==> src/rtl/mem_apb_ws_if.sv <==
// APB bus bundle for mem_apb_ws: master drives the request, slave returns
// PRDATA/PREADY/PSLVERR.
interface mem_apb_ws_if #(
   parameter int AW = 32,
   parameter int DW = 32
) ();
   logic            PSEL;
   logic            PENABLE;
   logic [AW-1:0]   PADDR;
   logic            PWRITE;
   logic [DW-1:0]   PWDATA;
   logic [DW/8-1:0] PSTRB;
   logic [2:0]      PPROT;
   logic [DW-1:0]   PRDATA;
   logic            PREADY;
   logic            PSLVERR;

   modport master (
      output PSEL, PENABLE, PADDR, PWRITE, PWDATA, PSTRB, PPROT,
      input  PRDATA, PREADY, PSLVERR
   );

   modport slave (
      input  PSEL, PENABLE, PADDR, PWRITE, PWDATA, PSTRB, PPROT,
      output PRDATA, PREADY, PSLVERR
   );
endinterface

==> src/rtl/mem_apb_ws.sv <==
// APB slave memory with WAIT access-phase wait states, byte strobes and
// misalignment errors. Define MEM_APB_PROT_CHECK_EN to reject unprivileged writes at or above PROT_BASE.
module mem_apb_ws #(
   parameter int AW        = 32,
   parameter int DW        = 32,
   parameter int LEN       = 8,
   parameter int WAIT      = 0,
   parameter int PROT_BASE = 2 ** (LEN - 1)
) (
   input  logic         PCLK,
   input  logic         PRESET,
   mem_apb_ws_if.slave  bus
);
   localparam int BW    = DW / 8;
   localparam int OFF   = $clog2(BW);
   localparam int IW    = LEN - OFF;
   localparam int DEPTH = 2 ** IW;
   localparam logic [3:0]     WAIT_C   = 4'(WAIT);
   localparam logic [LEN-1:0] PROT_OFF = LEN'(PROT_BASE);

   typedef enum logic [0:0] {
      S_IDLE   = 1'b0,
      S_ACCESS = 1'b1
   } state_t;

   state_t          r_state;
   state_t          w_state_nxt;
   logic [3:0]      r_cnt;
   logic [3:0]      w_cnt_nxt;
   logic [IW-1:0]   r_idx;
   logic            r_write;
   logic            r_err;
   logic [DW-1:0]   r_rdata;
   logic [DW-1:0]   w_rdata_nxt;
   logic [DW-1:0]   r_mem [DEPTH];

   logic            w_setup;
   logic            w_misalign;
   logic            w_prot_err;
   logic            w_err_bus;
   logic [IW-1:0]   w_idx_bus;
   logic            w_ready;
   logic            w_do_write;
   logic            w_rd_load;
   logic [IW-1:0]   w_rd_idx;
   logic            w_rd_write;
   logic            w_rd_err;
   logic            w_unused_bits;

   assign w_setup    = bus.PSEL & ~bus.PENABLE;
   assign w_idx_bus  = bus.PADDR[LEN-1:OFF];
   assign w_misalign = (bus.PADDR[OFF-1:0] != {OFF{1'b0}});

`ifdef MEM_APB_PROT_CHECK_EN
   assign w_prot_err    = bus.PWRITE & ~bus.PPROT[0] & (bus.PADDR[LEN-1:0] >= PROT_OFF);
   assign w_unused_bits = ^{bus.PADDR[AW-1:LEN], bus.PPROT[2:1]};
`else
   assign w_prot_err    = 1'b0;
   assign w_unused_bits = ^{bus.PADDR[AW-1:LEN], bus.PPROT, PROT_OFF};
`endif

   assign w_err_bus  = w_misalign | w_prot_err;
   assign w_ready    = (r_state == S_ACCESS) && (r_cnt == 4'd0);
   assign w_do_write = w_ready & bus.PSEL & r_write & ~r_err;

   assign bus.PREADY  = w_ready;
   assign bus.PSLVERR = w_ready & r_err;
   assign bus.PRDATA  = r_rdata;

   // Next state, wait counter and read-data capture
   always_comb begin
      w_state_nxt = r_state;
      w_cnt_nxt   = r_cnt;
      case (r_state)
         S_IDLE: begin
            if (w_setup) begin
               w_state_nxt = S_ACCESS;
               w_cnt_nxt   = WAIT_C;
            end else begin
               w_state_nxt = S_IDLE;
               w_cnt_nxt   = 4'd0;
            end
         end
         S_ACCESS: begin
            if (!bus.PSEL) begin
               w_state_nxt = S_IDLE;
               w_cnt_nxt   = 4'd0;
            end else if (r_cnt != 4'd0) begin
               w_state_nxt = S_ACCESS;
               w_cnt_nxt   = r_cnt - 4'd1;
            end else begin
               w_state_nxt = S_IDLE;
               w_cnt_nxt   = 4'd0;
            end
         end
         default: begin
            w_state_nxt = S_IDLE;
            w_cnt_nxt   = 4'd0;
         end
      endcase

      // With WAIT=0 the final access cycle follows setup, so read straight off the bus
      if (r_state == S_IDLE) begin
         w_rd_idx   = w_idx_bus;
         w_rd_write = bus.PWRITE;
         w_rd_err   = w_err_bus;
      end else begin
         w_rd_idx   = r_idx;
         w_rd_write = r_write;
         w_rd_err   = r_err;
      end

      w_rd_load = (w_state_nxt == S_ACCESS) && (w_cnt_nxt == 4'd0);
      if (w_rd_load && !w_rd_write && !w_rd_err) begin
         w_rdata_nxt = r_mem[w_rd_idx];
      end else begin
         w_rdata_nxt = {DW{1'b0}};
      end
   end

   // Control state, latched request and read data
   always_ff @(posedge PCLK or posedge PRESET) begin
      if (PRESET) begin
         r_state <= S_IDLE;
         r_cnt   <= 4'd0;
         r_idx   <= {IW{1'b0}};
         r_write <= 1'b0;
         r_err   <= 1'b0;
         r_rdata <= {DW{1'b0}};
      end else begin
         r_state <= w_state_nxt;
         r_cnt   <= w_cnt_nxt;
         r_rdata <= w_rdata_nxt;
         if (r_state == S_IDLE && w_setup) begin
            r_idx   <= w_idx_bus;
            r_write <= bus.PWRITE;
            r_err   <= w_err_bus;
         end
      end
   end

   // Storage array, deliberately not reset
   always_ff @(posedge PCLK) begin
      if (w_do_write) begin
         for (int b = 0; b < BW; b++) begin
            if (bus.PSTRB[b]) begin
               r_mem[r_idx][8*b +: 8] <= bus.PWDATA[8*b +: 8];
            end
         end
      end
   end
endmodule

==> src/flat_wrapper.sv <==
// flat-port wrapper written by rule: the top's interface ports become plain ports
module mem_apb_ws_flat 
#(
   parameter int AW        = 32,
   parameter int DW        = 32,
   parameter int LEN       = 8,
   parameter int WAIT      = 0,
   parameter int PROT_BASE = 2 ** (LEN - 1)
)
  (PCLK, PRESET, bus_PSEL, bus_PENABLE, bus_PADDR, bus_PWRITE, bus_PWDATA, bus_PSTRB, bus_PPROT, bus_PRDATA, bus_PREADY, bus_PSLVERR);
  mem_apb_ws_if #(.AW(AW), .DW(DW)) bus_i ();
  input  logic PCLK;
  input  logic PRESET;
  input wire logic [$bits(bus_i.PSEL)-1:0] bus_PSEL;
  input wire logic [$bits(bus_i.PENABLE)-1:0] bus_PENABLE;
  input wire logic [$bits(bus_i.PADDR)-1:0] bus_PADDR;
  input wire logic [$bits(bus_i.PWRITE)-1:0] bus_PWRITE;
  input wire logic [$bits(bus_i.PWDATA)-1:0] bus_PWDATA;
  input wire logic [$bits(bus_i.PSTRB)-1:0] bus_PSTRB;
  input wire logic [$bits(bus_i.PPROT)-1:0] bus_PPROT;
  output wire logic [$bits(bus_i.PRDATA)-1:0] bus_PRDATA;
  output wire logic [$bits(bus_i.PREADY)-1:0] bus_PREADY;
  output wire logic [$bits(bus_i.PSLVERR)-1:0] bus_PSLVERR;
  assign bus_i.PSEL = bus_PSEL;
  assign bus_i.PENABLE = bus_PENABLE;
  assign bus_i.PADDR = bus_PADDR;
  assign bus_i.PWRITE = bus_PWRITE;
  assign bus_i.PWDATA = bus_PWDATA;
  assign bus_i.PSTRB = bus_PSTRB;
  assign bus_i.PPROT = bus_PPROT;
  assign bus_PRDATA = bus_i.PRDATA;
  assign bus_PREADY = bus_i.PREADY;
  assign bus_PSLVERR = bus_i.PSLVERR;
  mem_apb_ws #(.AW(AW), .DW(DW), .LEN(LEN), .WAIT(WAIT), .PROT_BASE(PROT_BASE)) u_core (.PCLK(PCLK), .PRESET(PRESET), .bus(bus_i));
endmodule
==> config.mk <==
export PLATFORM = sky130hd
export DESIGN_NAME = mem_apb_ws_flat
export DESIGN_NICKNAME = d
export VERILOG_FILES = /design/src/rtl/mem_apb_ws_if.sv /design/src/rtl/mem_apb_ws.sv /design/src/flat_wrapper.sv
export SDC_FILE = /design/constraint.sdc
export NUM_CORES = 2
export LEC_CHECK = 0
export ABC_AREA = 1
export CORE_MARGIN = 4
export CORE_UTILIZATION = 58
export CTS_BUF_LIST = sky130_fd_sc_hd__clkbuf_2
export CTS_CLUSTER_DIAMETER = 100
export DETAILED_ROUTE_END_ITERATION = 10
export MAX_ROUTING_LAYER = met4
export PLACE_DENSITY_LB_ADDON = 0.2
export SKIP_CTS_REPAIR_TIMING = 1
export SYNTH_ARGS = -nofsm -noshare
export SYNTH_HDL_FRONTEND = slang
export SYNTH_SLANG_ARGS = --single-unit
==> constraint.sdc <==
create_clock -name PCLK -period 2.65 [get_ports PCLK]
set_input_delay 0.265 -clock PCLK [delete_from_list [all_inputs] [get_ports PCLK]]
set_output_delay 0.265 -clock PCLK [all_outputs]
set_load 0.005 [all_outputs]
== After elaboration in Yosys (flattened, before gate mapping) ==
Memory sizes are Yosys's and may differ from the RTL's.
Index checks and enable logic that the tools add are counted.
Storage, ports and cells
  memories: 1
  RAM bits: 2048
  output and inout bits: 34
  input port bits: 76
  register bits: 45
Cells by class
  reduce and logical (&&, ||, !) cells: 11
  $add $sub $neg: 1
  mux-type cells: 23
  bitwise gates (word level): 8
Memories
  u_core.r_mem: words 64, bits a word 32, rd ports 1, clocked after Yosys merged registers in 0, write ports 1, RTL line mem_apb_ws.sv:35  | logic [DW-1:0] r_mem [DEPTH];
Operators with widths (count)
  32-bit 2-to-1 mux: 1
  1-bit 2-to-1 mux: 17
  4-bit zero test: 2
  4-bit 2-to-1 mux: 2
  4-bit case mux with 2 select lines: 1
  6-bit 2-to-1 mux: 1
  1-bit bitwise AND: 5
  1-bit logical AND: 5
  4-bit nonzero test: 1
  4-bit by 1-bit subtractor with 4-bit output (second input constant): 1
  1-bit inverter: 3
  1-bit zero test: 2
  1-bit case mux with 2 select lines: 1
  2-bit nonzero test: 1

== Logic depth before layout (Yosys ltp) ==
  word-level depth: 9
  depth in mapped cells: 15
  mapped depth without buffers: 11

== Worst setup path after synthesis ==
No wires, ideal clock.
  kind: register to register
  start: register u_core.r_cnt[0]
  end: memory u_core.r_mem[10][0], enable pin
  data required time: 2280 ps
  slack: 436 ps
  path buffers: 1
  period minus slack after synthesis: 2214 ps
  stages on the path, launching flop included: 10
  library setup time: 370 ps
  arrival time: 1843 ps
  path through: dfrtp_1 > inv_1 > ha_1 > nand2_1 > nor2_1 > inv_1 > nor2_1 > nand2_1 > clkbuf_1 > nor2_1
Between the ends
  cells in the longest elaborated chain, start to end: 7
RTL lines
  start, declared: RTL line mem_apb_ws.sv:28  | logic [3:0] r_cnt;
  start signal, assigned: RTL line mem_apb_ws.sv:132  | r_cnt <= w_cnt_nxt;
  4-bit zero test: RTL line mem_apb_ws.sv:63  | assign w_ready = (r_state == S_ACCESS) && (r_cnt == 4'd0);
  1-bit logical AND: RTL line mem_apb_ws.sv:63
  via bus_PREADY: RTL line flat_wrapper.sv:22  | output wire logic [$bits(bus_i.PREADY)-1:0] bus_PREADY;
  1-bit bitwise AND (3 in a row): RTL line mem_apb_ws.sv:64  | assign w_do_write = w_ready & bus.PSEL & r_write & ~r_err;
  1-bit 2-to-1 mux: RTL line mem_apb_ws.sv:144  | if (w_do_write) begin
  1-bit 2-to-1 mux (not written as such): RTL line mem_apb_ws.sv:147  | r_mem[r_idx][8*b +: 8] <= bus.PWDATA[8*b +: 8];
  end, declared: RTL line mem_apb_ws.sv:35
The timed path passes the listed nets, and every way through them passes these cells.

== Final worst setup path ==
  start: register u_core.r_cnt[0]
  end: output bus_PSLVERR
Between the ends
  cells in the longest elaborated chain, start to end: 3
RTL lines
  4-bit zero test: RTL line mem_apb_ws.sv:63
  1-bit logical AND: RTL line mem_apb_ws.sv:63
  1-bit bitwise AND: RTL line mem_apb_ws.sv:67  | assign bus.PSLVERR = w_ready & r_err;
  end, declared: RTL line flat_wrapper.sv:23  | output wire logic [$bits(bus_i.PSLVERR)-1:0] bus_PSLVERR;
No other way between the ends.

==> results.cfg <==
[floorplan]
start_util = 0.5841
dieArea_sq_um = 153000
ios = 110
core-area_sq_um = 145700
die_w_microns = 391.1
die_h_microns = 391.1
rows = 140

[synthesis]
synth.area.top_cells = edfxtp_1 72%, nand3_1 13%, nand2_1 8.8%, nor2_1 1.6%, buf_2 1.6%
syn_area_per_cell_sq_um = 11.87
synth_edf_count = 2048
synth_top_area_cell = edfxtp_1
synth.ff_latch_count = 2093
synth_common_cells = 2142 x nand3_1, 2048 x edfxtp_1, 2004 x nand2_1
synthAdderAreaFrac = 0.0002940
synth_most_common_cell = nand3_1
synth_cells = 7169
synth_compound_area_frac = 0.001396
synth_top_family_by_area = simple AND/OR/NAND/NOR gates
ys_warn_count = 0
synth-xor-area-share = 0.0002058
synthSimpleGateAreaFrac = 0.2319
async_flop_share = 0.02150
synthMuxAreaShare = 0
synth_cell_types = 25
synth_top_area_share = 0.7225
synthesis.nets = 7247
synth_area_sq_um = 85130
yosysSeqAreaShare = 0.7357
synth_flop_cell = edfxtp_1

[finish]
nFillCells = 10650
fin_nets = 8173
register_area_sq_um = 62640
syn2layout_area_growth_pct = 15.97
multi_input_area_sq_um = 20130
stdcell_count = 10350
drive_gt1_frac = 0.1930

[clock_network]
numCtsBuffers = 537
root_buffer = clkbuf_2
htree_levels = 6
cts_sinks = 2093
clkTransAtPathRegs_ns = 0.10
clock_latency_ns = 1.75
cts_tree = built
cts_buffer_depth = 4

[outcome]
status = finished, violations left
violations = setup timing

[sta]
rsz0062_at_grt = yes
maxSlewViolCount = 0
clock_skew_ns = 0.1757
fin_setup_tns_ns = -1.223
setup_ws_ns = -0.4468
finalHoldViolations = 0
relSlewSlack = 0.1991
fin_crit_sh = 1.169
max_freq_mhz = 322.9
post-route-min-period_ns = 3.097
max_slew.worst_pin.slew_ns = 1.201
setup_viol = 11

[drt]
drt-pass1-iter-count = 7
viasPerCell = 5.948
drc_errors = 0
vias = 61580
ant_nets = 0
wl_per_cell_microns = 24.19
routed_wl_microns = 250400
drtIter0Drc = 8032

[power_and_ir_drop]
ir_drop_mv = 0.5076
p_leak_nw = 36.56
p_per_area_nw_per_um2 = 657.2

[critical_path]
start_kind = register
crit_path_start = u_core.r_cnt[0]
path_buf_inv = 3
slowest_stage = dfrtp_1
max_stage_delay_ns = 0.41
cp.depth = 7
crit_path_end = bus_PSLVERR
cp_max_fo = 3
critPathKind = reg2out
timing.rr.end = u_core.bus.PRDATA[12]
end_kind = output port
r2r_start = u_core.r_state
crit_arrival_ns = 2.83
ff2ff_setup_slack_ns = -0.01
r2r_cells = 15
cp_cell_sequence = inv_2 > ha_4 > nand2_4 > nor2_4 > inv_2 > nor2_2 > buf_2
cp_common_cell = inv_2
cpLargestDelayFamily = flip-flops
cp.required_ns = 2.38

[global_route]
grt_pass1_wl_microns = 360100
track_usage = 0.3276
grt.overflow.total = 0
grt_antenna_before_repair = 13
grt_pass1_vias = 59220
grt_max_degree = 87

[flow_run]
maxCapViolations = 0

[placed_design]
hpwl_microns = 152800
port-buffer-count = 82
dp_cells = 9333
place_congestion = 0.9366

[worst_hold_path]
hp-class = in2reg
min_path_cells = 4
cell type report:
cell class / instances / share of cell area
Antenna cell: 12 / 0.0003042
Clock inverter: 106 / 0.005551
Sequential cell: 2093 / 0.6346
Tap cell: 1917 / 0.02430
Timing Repair Buffer: 882 / 0.09156
Inverter: 23 / 0.001204
Multi-Input combinational cell: 4558 / 0.2039
Clock buffer: 761 / 0.03858
where the power goes:
part,internal [mW],switching (mW)
Combinational,2.73,5.26
Sequential,36.3,0.0630
Clock,8.07,12.5
through the flow:
step | instance area [sq um] | hold slack [ns] | worst slack (ns) | total power [mW] | utilization
2_1_floorplan | 85130 | 0.3639 | 0.4364 | 41.09 | -
3_3_place_gp | 92380 | 0.4693 | 0.007318 | 44.40 | 0.6339
3_5_place_dp | 92380 | 0.4729 | -0.01506 | 44.51 | 0.6339
4_1_cts | 96740 | -1.319 | -1.361 | 64.63 | 0.6638
5_1_grt | 98710 | -0.001957 | -0.6675 | 67.65 | 0.6773
6_report | 98720 | 0.08889 | -0.4468 | 64.88 | 0.6774
metal layers:
layer  global-route usage  wire length [microns]
met1               0.4219                  92990
met2               0.4825                 115000
met3              0.09322                  30530
met4               0.1615                  11840
met5                    -                      0
kinds of logic after synthesis:
family / count (synthesis)
AND/OR/NAND/NOR: 4533
XOR/XNOR: 2
buffers and inverters: 518
adder cells (fa/ha/maj): 2
AO/OA/AOI/OAI: 21
flip-flops: 2093
worst reg2reg max path: stages, from the launching register on:
cell       delay [ns]
dfrtp_4          0.56
buf_4            0.20
buf_12           0.15
nand2_1          0.11
o21ai_4          0.07
buf_12           0.14
buf_12           0.15
buf_4            0.17
clkbuf_16        0.18
nand3_1          0.11
nand3_1          0.15
nand3_1          0.14
nand3_2          0.11
nand3_1          0.11
nand2_1          0.09
nor2_1           0.12
placed cells by master (no fill, tap or decap), types with 2 or more instances in the layout:
| cell type | instances |
|---|---|
| buf_12 | 144 |
| buf_16 | 8 |
| buf_2 | 33 |
| buf_4 | 529 |
| buf_6 | 24 |
| buf_8 | 2 |
| bufinv_16 | 5 |
| clkbuf_16 | 11 |
| clkbuf_2 | 779 |
| clkdlybuf4s50_1 | 16 |
| clkinv_1 | 74 |
| clkinv_2 | 10 |
| clkinvlp_4 | 2 |
| dfrtp_1 | 33 |
| dfrtp_2 | 11 |
| diode_2 | 12 |
| dlygate4sd3_1 | 96 |
| edfxtp_1 | 2048 |
| inv_1 | 14 |
| inv_2 | 21 |
| inv_4 | 2 |
| nand2_1 | 1991 |
| nand2_2 | 11 |
| nand2_4 | 4 |
| nand3_1 | 2128 |
| nand3_2 | 15 |
| nor2_1 | 360 |
| nor2_2 | 3 |
| nor3_1 | 17 |
| o21ai_0 | 12 |
| o21ai_4 | 6 |
| xnor2_1 | 2 |
how the worst min path moves through the flow:
| stage | startpoint | endpoint |
|---|---|---|
| floorplan | bus_PWDATA[0] | u_core.r_mem[0][0] |
| global placement | u_core.r_cnt[0] | u_core.r_cnt[0] |
| detailed placement | u_core.r_cnt[0] | u_core.r_cnt[0] |
| CTS | bus_PWDATA[17] | u_core.r_mem[30][17] |
| global route | bus_PWDATA[18] | u_core.r_mem[42][18] |
| finish | bus_PWDATA[1] | u_core.r_mem[40][1] |
sequential cells by signal, indices dropped and copies added, names as in the netlist:
| register | cells |
|---|---|
| u_core.bus.PRDATA | 32 |
| u_core.r_cnt | 4 |
| u_core.r_err | 1 |
| u_core.r_idx | 6 |
| u_core.r_mem | 2048 |
| u_core.r_state | 1 |
| u_core.r_write | 1 |
Power figures use the tool's default switching activity.
